==> config.mk <==
export PLATFORM = sky130hd
export DESIGN_NAME = seg_scan_display_flat
export DESIGN_NICKNAME = d
export VERILOG_FILES = /design/src/rtl/seg_scan_display_if.sv /design/src/rtl/seg_scan_display.sv /design/src/flat_wrapper.sv
export SDC_FILE = /design/constraint.sdc
export NUM_CORES = 1
export LEC_CHECK = 0
export ABC_AREA = 1
export CAP_MARGIN = 15
export CORE_MARGIN = 2
export CORE_UTILIZATION = 45
export DETAILED_ROUTE_END_ITERATION = 6
export GPL_ROUTABILITY_DRIVEN = 0
export PLACE_DENSITY = 0.65
export SYNTH_ARGS = -nofsm -noshare
export SYNTH_HDL_FRONTEND = slang
export SYNTH_SLANG_ARGS = --single-unit
export TNS_END_PERCENT = 30
==> constraint.sdc <==
create_clock -name clk -period 3.4 [get_ports clk]
set_input_delay 0.68 -clock clk [delete_from_list [all_inputs] [get_ports clk]]
set_output_delay 0.68 -clock clk [all_outputs]
set_load 0.01 [all_outputs]
==> src/rtl/seg_scan_display_if.sv <==
// seg_scan_display_if: BCD time word in, multiplexed 7-segment bus out
//   num     : six BCD digits, num[3:0] = digit 0 (rightmost)
//   dp_mask : decimal-point enable per digit, active-high
//   sel     : digit selects, active-low, at most one low
//   seg     : segments, active-low, {dp,g,f,e,d,c,b,a}
interface seg_scan_display_if;
    logic [23:0] num;
    logic [5:0]  dp_mask;
    logic [5:0]  sel;
    logic [7:0]  seg;
    modport master (output num, dp_mask, input sel, seg);
    modport slave  (input num, dp_mask, output sel, seg);
endinterface

==> src/rtl/seg_scan_display.sv <==
// seg_scan_display: time-multiplexed 6-digit 7-segment driver with frame snapshot, ghost blanking and leading-zero blanking
//   clk   : system clock
//   rst_n : asynchronous active-low reset
//   bus   : slave side of seg_scan_display_if (num, dp_mask in; sel, seg out)
module seg_scan_display #(
    parameter int SCAN_DIV  = 50000,
    parameter int BLANK_CYC = 500,
    parameter bit LZB_EN    = 1
) (
    input  logic             clk,
    input  logic             rst_n,
    seg_scan_display_if.slave bus
);
    localparam int CW = $clog2(SCAN_DIV);
    logic [CW-1:0] div_cnt;
    logic [2:0]    dig_idx;
    logic [23:0]   num_s;
    logic [5:0]    dp_s;
    logic          wrap;
    logic          blank;
    logic [3:0]    val;
    logic [6:0]    dec;
    logic [6:0]    glyph;
    assign wrap  = int'(div_cnt) == SCAN_DIV - 1;
    assign blank = int'(div_cnt) < BLANK_CYC;
    assign val   = 4'(num_s >> {dig_idx, 2'b00});
    always_comb begin
        dec = 7'h3F;
        case (val)
            4'd0: dec = 7'h40;
            4'd1: dec = 7'h79;
            4'd2: dec = 7'h24;
            4'd3: dec = 7'h30;
            4'd4: dec = 7'h19;
            4'd5: dec = 7'h12;
            4'd6: dec = 7'h02;
            4'd7: dec = 7'h78;
            4'd8: dec = 7'h00;
            4'd9: dec = 7'h10;
            default: dec = 7'h3F;
        endcase
        // odd digits are the high half of a 2-digit group; blank them when zero
        glyph = (LZB_EN && dig_idx[0] && val == 4'd0) ? 7'h7F : dec;
    end
    always_ff @(posedge clk or negedge rst_n) begin
        if (!rst_n) begin
            div_cnt <= '0;
            dig_idx <= '0;
            num_s   <= '0;
            dp_s    <= '0;
            bus.sel <= '1;
            bus.seg <= '1;
        end else begin
            div_cnt <= wrap ? '0 : div_cnt + CW'(1);
            if (wrap)
                dig_idx <= dig_idx == 3'd5 ? 3'd0 : dig_idx + 3'd1;
            // frame-start snapshot; slot 0 starts blank, so the swap never tears
            if (dig_idx == 3'd0 && div_cnt == '0) begin
                num_s <= bus.num;
                dp_s  <= bus.dp_mask;
            end
            bus.sel <= blank ? 6'h3F : ~(6'b1 << dig_idx);
            bus.seg <= blank ? 8'hFF : {~dp_s[dig_idx], glyph};
        end
    end
endmodule

==> src/flat_wrapper.sv <==
// flat-port wrapper written by rule: the top's interface ports become plain ports
module seg_scan_display_flat 
#(
    parameter int SCAN_DIV  = 50000,
    parameter int BLANK_CYC = 500,
    parameter bit LZB_EN    = 1
)
  (clk, rst_n, bus_num, bus_dp_mask, bus_sel, bus_seg);
  seg_scan_display_if bus_i ();
  input  logic clk;
  input  logic rst_n;
  input wire logic [$bits(bus_i.num)-1:0] bus_num;
  input wire logic [$bits(bus_i.dp_mask)-1:0] bus_dp_mask;
  output wire logic [$bits(bus_i.sel)-1:0] bus_sel;
  output wire logic [$bits(bus_i.seg)-1:0] bus_seg;
  assign bus_i.num = bus_num;
  assign bus_i.dp_mask = bus_dp_mask;
  assign bus_sel = bus_i.sel;
  assign bus_seg = bus_i.seg;
  seg_scan_display #(.SCAN_DIV(SCAN_DIV), .BLANK_CYC(BLANK_CYC), .LZB_EN(LZB_EN)) u_core (.clk(clk), .rst_n(rst_n), .bus(bus_i));
endmodule
* Word-level counts from Yosys, hierarchy flattened
Memory sizes are Yosys's and may differ from the RTL's.
Cells that the tools add are included.
** Storage, ports and cells
- Register bits after elaboration :: 63
- Bits in latches :: 0
- Bits in writable memories :: 0
- Bits in read-only memories :: 112
- Input port bits :: 32
- Output and inout bits :: 14
- Word-level logic and storage cells :: 29
- Memories :: 1
** Operators by class
- Add/subtract/negate cells :: 2
- Multiply operators :: 0
- Div/mod/pow operators :: 0
- Order comparisons :: 2
- Equal/unequal tests :: 2
- Shifts and indexed selects :: 2
- Mux-type cells :: 7
- Bitwise gates (word level) :: 2
- Reduce and logical (&&, ||, !) cells :: 5
** Memory list
- (name not given) :: depth 16, bits a word 7, read ports 1, clocked after memory_dff 0, wr ports 0, RTL line seg_scan_display.sv:29 : case (val)
** Operator list (count)
- $shr A24 B5 Y4 :: 1
- $add A16 B1 Y16 const B :: 1
- $eq A16 B15 Y1 const B :: 1
- $logic_not A16 Y1 :: 1
- $lt A16 B9 Y1 const B :: 1
- $mux W16 :: 1
- $mux W8 :: 1
- $mux W7 :: 1
- $mux W6 :: 1
- $not A6 Y6 :: 1
- $shl A1 B3 Y6 const A :: 1
- $logic_not A4 Y1 :: 1
- $lt A3 B4 Y1 const B :: 1
- $add A3 B1 Y3 const B :: 1
- $bmux W1 S3 :: 1
- $eq A3 B3 Y1 const B :: 1
- $logic_not A3 Y1 :: 1
- $mux W3 :: 1
- $logic_and A1 B1 Y1 :: 2
- $mux W1 :: 1
- $not A1 Y1 :: 1

* Longest topological paths before layout
- Depth in word-level cells :: 5
- Gate-level depth with buffers :: 15

* Worst setup path after synthesis
Ideal clock, no wire load.
- Path kind :: reg-to-reg
- Start point :: register u_core.dig_idx[0]
- End point :: register u_core.bus.seg[0]
- Setup time :: 89 ps
- Data arrival time :: 1633 ps
- Setup slack :: 1678 ps
- Cell stages (with the launch flop) :: 15
- Buffers on the path :: 2
- Clock period less this slack :: 1722 ps
- Path through :: dfrtp_1 buf_6 inv_4 buf_6 nor2_4 inv_2 nor2_4 nand2_1 nand2_1 a21oi_2 ha_1 nand2_1 inv_1 a21oi_4 nand3_1
** Between the ends
- Cells in the longest elaborated chain, start to end :: 5
** Ends and longest elaborated chain
- from (decl) :: RTL line seg_scan_display.sv:16 : logic [2:0] dig_idx;
- from (signal assigned) :: RTL line seg_scan_display.sv:56 : dig_idx <= dig_idx == 3'd5 ? 3'd0 : dig_idx + 3'd1;
- branches (longest 3 deep; another with $mem_v2 Z16 W7)
- $mux W7 (*) :: RTL line seg_scan_display.sv:43 : glyph = (LZB_EN && dig_idx[0] && val == 4'd0) ? 7'h7F : dec;
- $mux W8 (*) :: RTL line seg_scan_display.sv:63 : bus.seg <= blank ? 8'hFF : {~dp_s[dig_idx], glyph};
- to (signal assigned) :: RTL line seg_scan_display.sv:63
- to (decl) :: RTL line seg_scan_display_if.sv:12 : modport slave (input num, dp_mask, output sel, seg);
Mark *: on every way between the ends.
A chain may end at the register's enable or synchronous reset.

* Worst setup path after layout
- Start point :: register u_core.dig_idx[0]
- End point :: register u_core.bus.seg[1]
The elaborated chain is that of the path after synthesis.

==> impl_results.md <==
* Worst Path Required at 3.65 ns
* I/O pins at 46
* Grt ovf at 0
* Vias in the first global route at 2372
* Adder-cell share of the synthesized area at 3.55%
* Critical path arrival at 2.35 ns
* Ys Warns at 0
* Crit path largest cell delay at 0.62 ns
* TritonCTS clock tree: done
* Row count at 30
* Port bufs at 45
* H-tree levels at 3
* Yosys cell types at 32
* WP buf/inv at 3
* Number of antenna violations at the first check in global routing at 0
* Post-synthesis cell count at 378
* Post-CTS sizing at 0
* Hold Path Class: register to register
* Yosys reg bits at 63
* Largest fanout on the critical path at 14
* Leakage at 0.00198 uW
* Post-route DRC violation count at 0
* VDD IR-drop max at 0.192 mV
* Final wirelength at 6.09 mm
* Setup Viol. Count Final at 0
* Clk sink count at 63
* Power Density at 398 nW/um^2
* Most common cell on crit path: nand2_1
* RSZ-0062 raised after global routing: no
* Largest delay contributor family on the critical path: flip-flops
* Slew @ Worst Pin at 0.988 ns
* Die height at 87.9 um
* Share of cells above drive strength 1 at 14.3%
* Proportion of synthesized area in mux cells at 0%
* Crit path max-delay cell type: dfrtp_1
* DP HPWL at 4.54 mm
* Xor and xnor area share after synthesis at 1.66%
* Largest net degree at the start of global routing at 61
* Asr flop ratio synth at 100%
* Average routed wire per standard cell at 11.5 um
* Hold Buf Count CTS at 0
* Hold Fails Final Rpt at 0
* Antenna diode count at 0
* CP Launch Type: register
* Final Cycle Share at 61.6%
* Fin crit period at 2.10 ns
* Complex-gate fraction of the synthesized area at 9.04%
* Die W at 87.9 um
* Setup TNS at 0 ns
* Via density at 4.69
* Worst Setup End Kind: register
* Final hold slack at 0.485 ns
* Die area at 7730 um^2
* Final Max Slew Viols at 0
* GRT Resource Usage Total at 17.7%
* First-pass GRT wire length at 10.5 mm
* Synth Flop Type: dfrtp_1
* CTS Buf Count at 9
* Postcts setup bufs at 0
* Max-Cap Viols at 0
* Clk_skew at 0.00779 ns
* Largest family of logic cells by synthesized area: simple AND/OR/NAND/NOR gates
* Initial Util at 46.7%
* Average cell area after synthesis at 8.39 um^2
* CTS Buffer Depth at 2
* Clock root buffer master: clkbuf_8
* First DRT Iteration DRCs at 79
* Worst slew margin at 34.1%
* Clk Latency, worst-skew pair at 0.34 ns
* Area growth from synthesis to layout at 23.3%
* Register area share after synthesis at 50.3%
* DR vias at 2479
* Post-synth EDFFs at 0
* Final net count at 469
* Mapped cell area at 3170 um^2
* Reg clk slew, reported paths at 0.06 ns
* Drt pass-1 iters at 4
* Synth Area in Simple Gates at 25.3%
* CP cell instances: inv_4 > nor2_4 > inv_2 > nor2_4 > nand2_1 > nand2_1 > a21oi_2 > ha_1 > nand2_1 > inv_1 > a21oi_4 > nand3_1
* Run status: completed
* Syn Nets at 419
* Worst Setup Path Type: register to register
* Detail Route Antenna Nets at 0
* CORE AREA at 6790 um^2
* Fmax at 477 MHz
[cells by family (layout without fill, tap and decap cells)]
logic type                 Yosys count  after routing
buffers and inverters               78            133
AOI/OAI and AO/OA                   51             51
adders and majority gates            9              9
and+or+nand+nor                    171            171
xor gates and xnor gates             6              6
DFF                                 63             63
[worst reg2reg max path, stage by stage, from the launching register on]
cell,delay (ns)
dfrtp_1,0.62
inv_4,0.17
nor2_4,0.17
inv_2,0.08
nor2_4,0.10
nand2_1,0.06
nand2_1,0.08
a21oi_2,0.06
ha_1,0.20
nand2_1,0.07
inv_1,0.07
a21oi_4,0.22
nand3_1,0.11
[final cells by class]
cell class | instances | area [um^2]
tap | 96 | 120
clock inverter | 3 | 40.0
timing repair buffer | 48 | 468
sequential | 63 | 1590
multi-input combinational | 237 | 1250
fill | 660 | 2880
clock buffer | 13 | 169
inverter | 69 | 264
[where the power goes]
group	switching (uW)	internal [uW]
logic	51.6	54.4
clock network	274	396
registers	12.4	769
total	338	1220
[Yosys cell counts (3+ instances only)]
cell type	number	area share, %
buf_2	7	1.1
nand2_4	4	1.4
ha_1	9	3.6
nand2_1	105	12
nand3_2	3	0.95
inv_1	60	7.1
nor2_1	16	1.9
o21ai_1	30	4.7
o21ai_0	6	0.95
o22ai_1	3	0.59
nor2_4	4	1.4
xor2_1	6	1.7
a21oi_1	5	0.79
nor3_1	5	0.79
nand3_1	23	3.6
inv_2	7	0.83
dfrtp_1	49	39
dfstp_2	14	12
nand4_1	4	0.79
[worst paths after layout]
check                                         startpoint                            to  slack [ns]  depth (start not counted)
max                        u_core.dig_idx[0]$_DFFE_PN0N_   u_core.bus.seg[1]$_DFF_PN1_        1.30                         12
min                          u_core.div_cnt[0]$_DFF_PN0_   u_core.div_cnt[0]$_DFF_PN0_        0.48                          1
max reg2reg                u_core.dig_idx[0]$_DFFE_PN0N_   u_core.bus.seg[1]$_DFF_PN1_        1.30                         12
min reg2reg                  u_core.div_cnt[0]$_DFF_PN0_   u_core.div_cnt[0]$_DFF_PN0_        0.48                          1
max in group asynchronous                          rst_n  u_core.num_s[12]$_DFFE_PN0P_        2.15                          2
min in group asynchronous                          rst_n   u_core.div_cnt[5]$_DFF_PN0_        0.50                          1
[placed cells by master, fill, tap and decap left out, types with 3 or more instances in the layout]
cell type / n
a21oi_1: 5
buf_4: 3
clkbuf_8: 12
clkdlybuf4s50_1: 44
dfrtp_1: 49
dfstp_2: 14
ha_1: 9
inv_1: 60
inv_2: 7
nand2_1: 105
nand2_4: 4
nand3_1: 23
nand3_2: 3
nand4_1: 4
nor2_1: 16
nor2_4: 4
nor3_1: 5
o21ai_0: 6
o21ai_1: 30
o22ai_1: 3
xor2_1: 6
[registers in the layout (all words and copies together), names as in the netlist]
signal          count
u_core.bus.seg      8
u_core.num_s       24
u_core.dp_s         6
u_core.bus.sel      6
u_core.dig_idx      3
u_core.div_cnt     16
[stage by stage]
stage	setup slack, ns	instances	util [%]	total power [uW]	area (um^2)
2_1_floorplan	1.68	378	-	838	3170
3_3_place_gp	1.40	513	54.5	901	3700
3_5_place_dp	1.32	513	54.5	903	3700
4_1_cts	1.30	529	57.6	1580	3910
5_1_grt	1.15	529	57.6	1630	3910
6_report	1.30	529	57.6	1560	3910
[layer usage]
metal  wire length (um)  vias up  track usage, %
li1                   -     1276               -
met1               2800     1134            22.5
met2               2850       56            27.8
met3                300       13            4.81
met4                136        0            8.67
met5                  0        -               0
(Power assumes the default switching activity.)
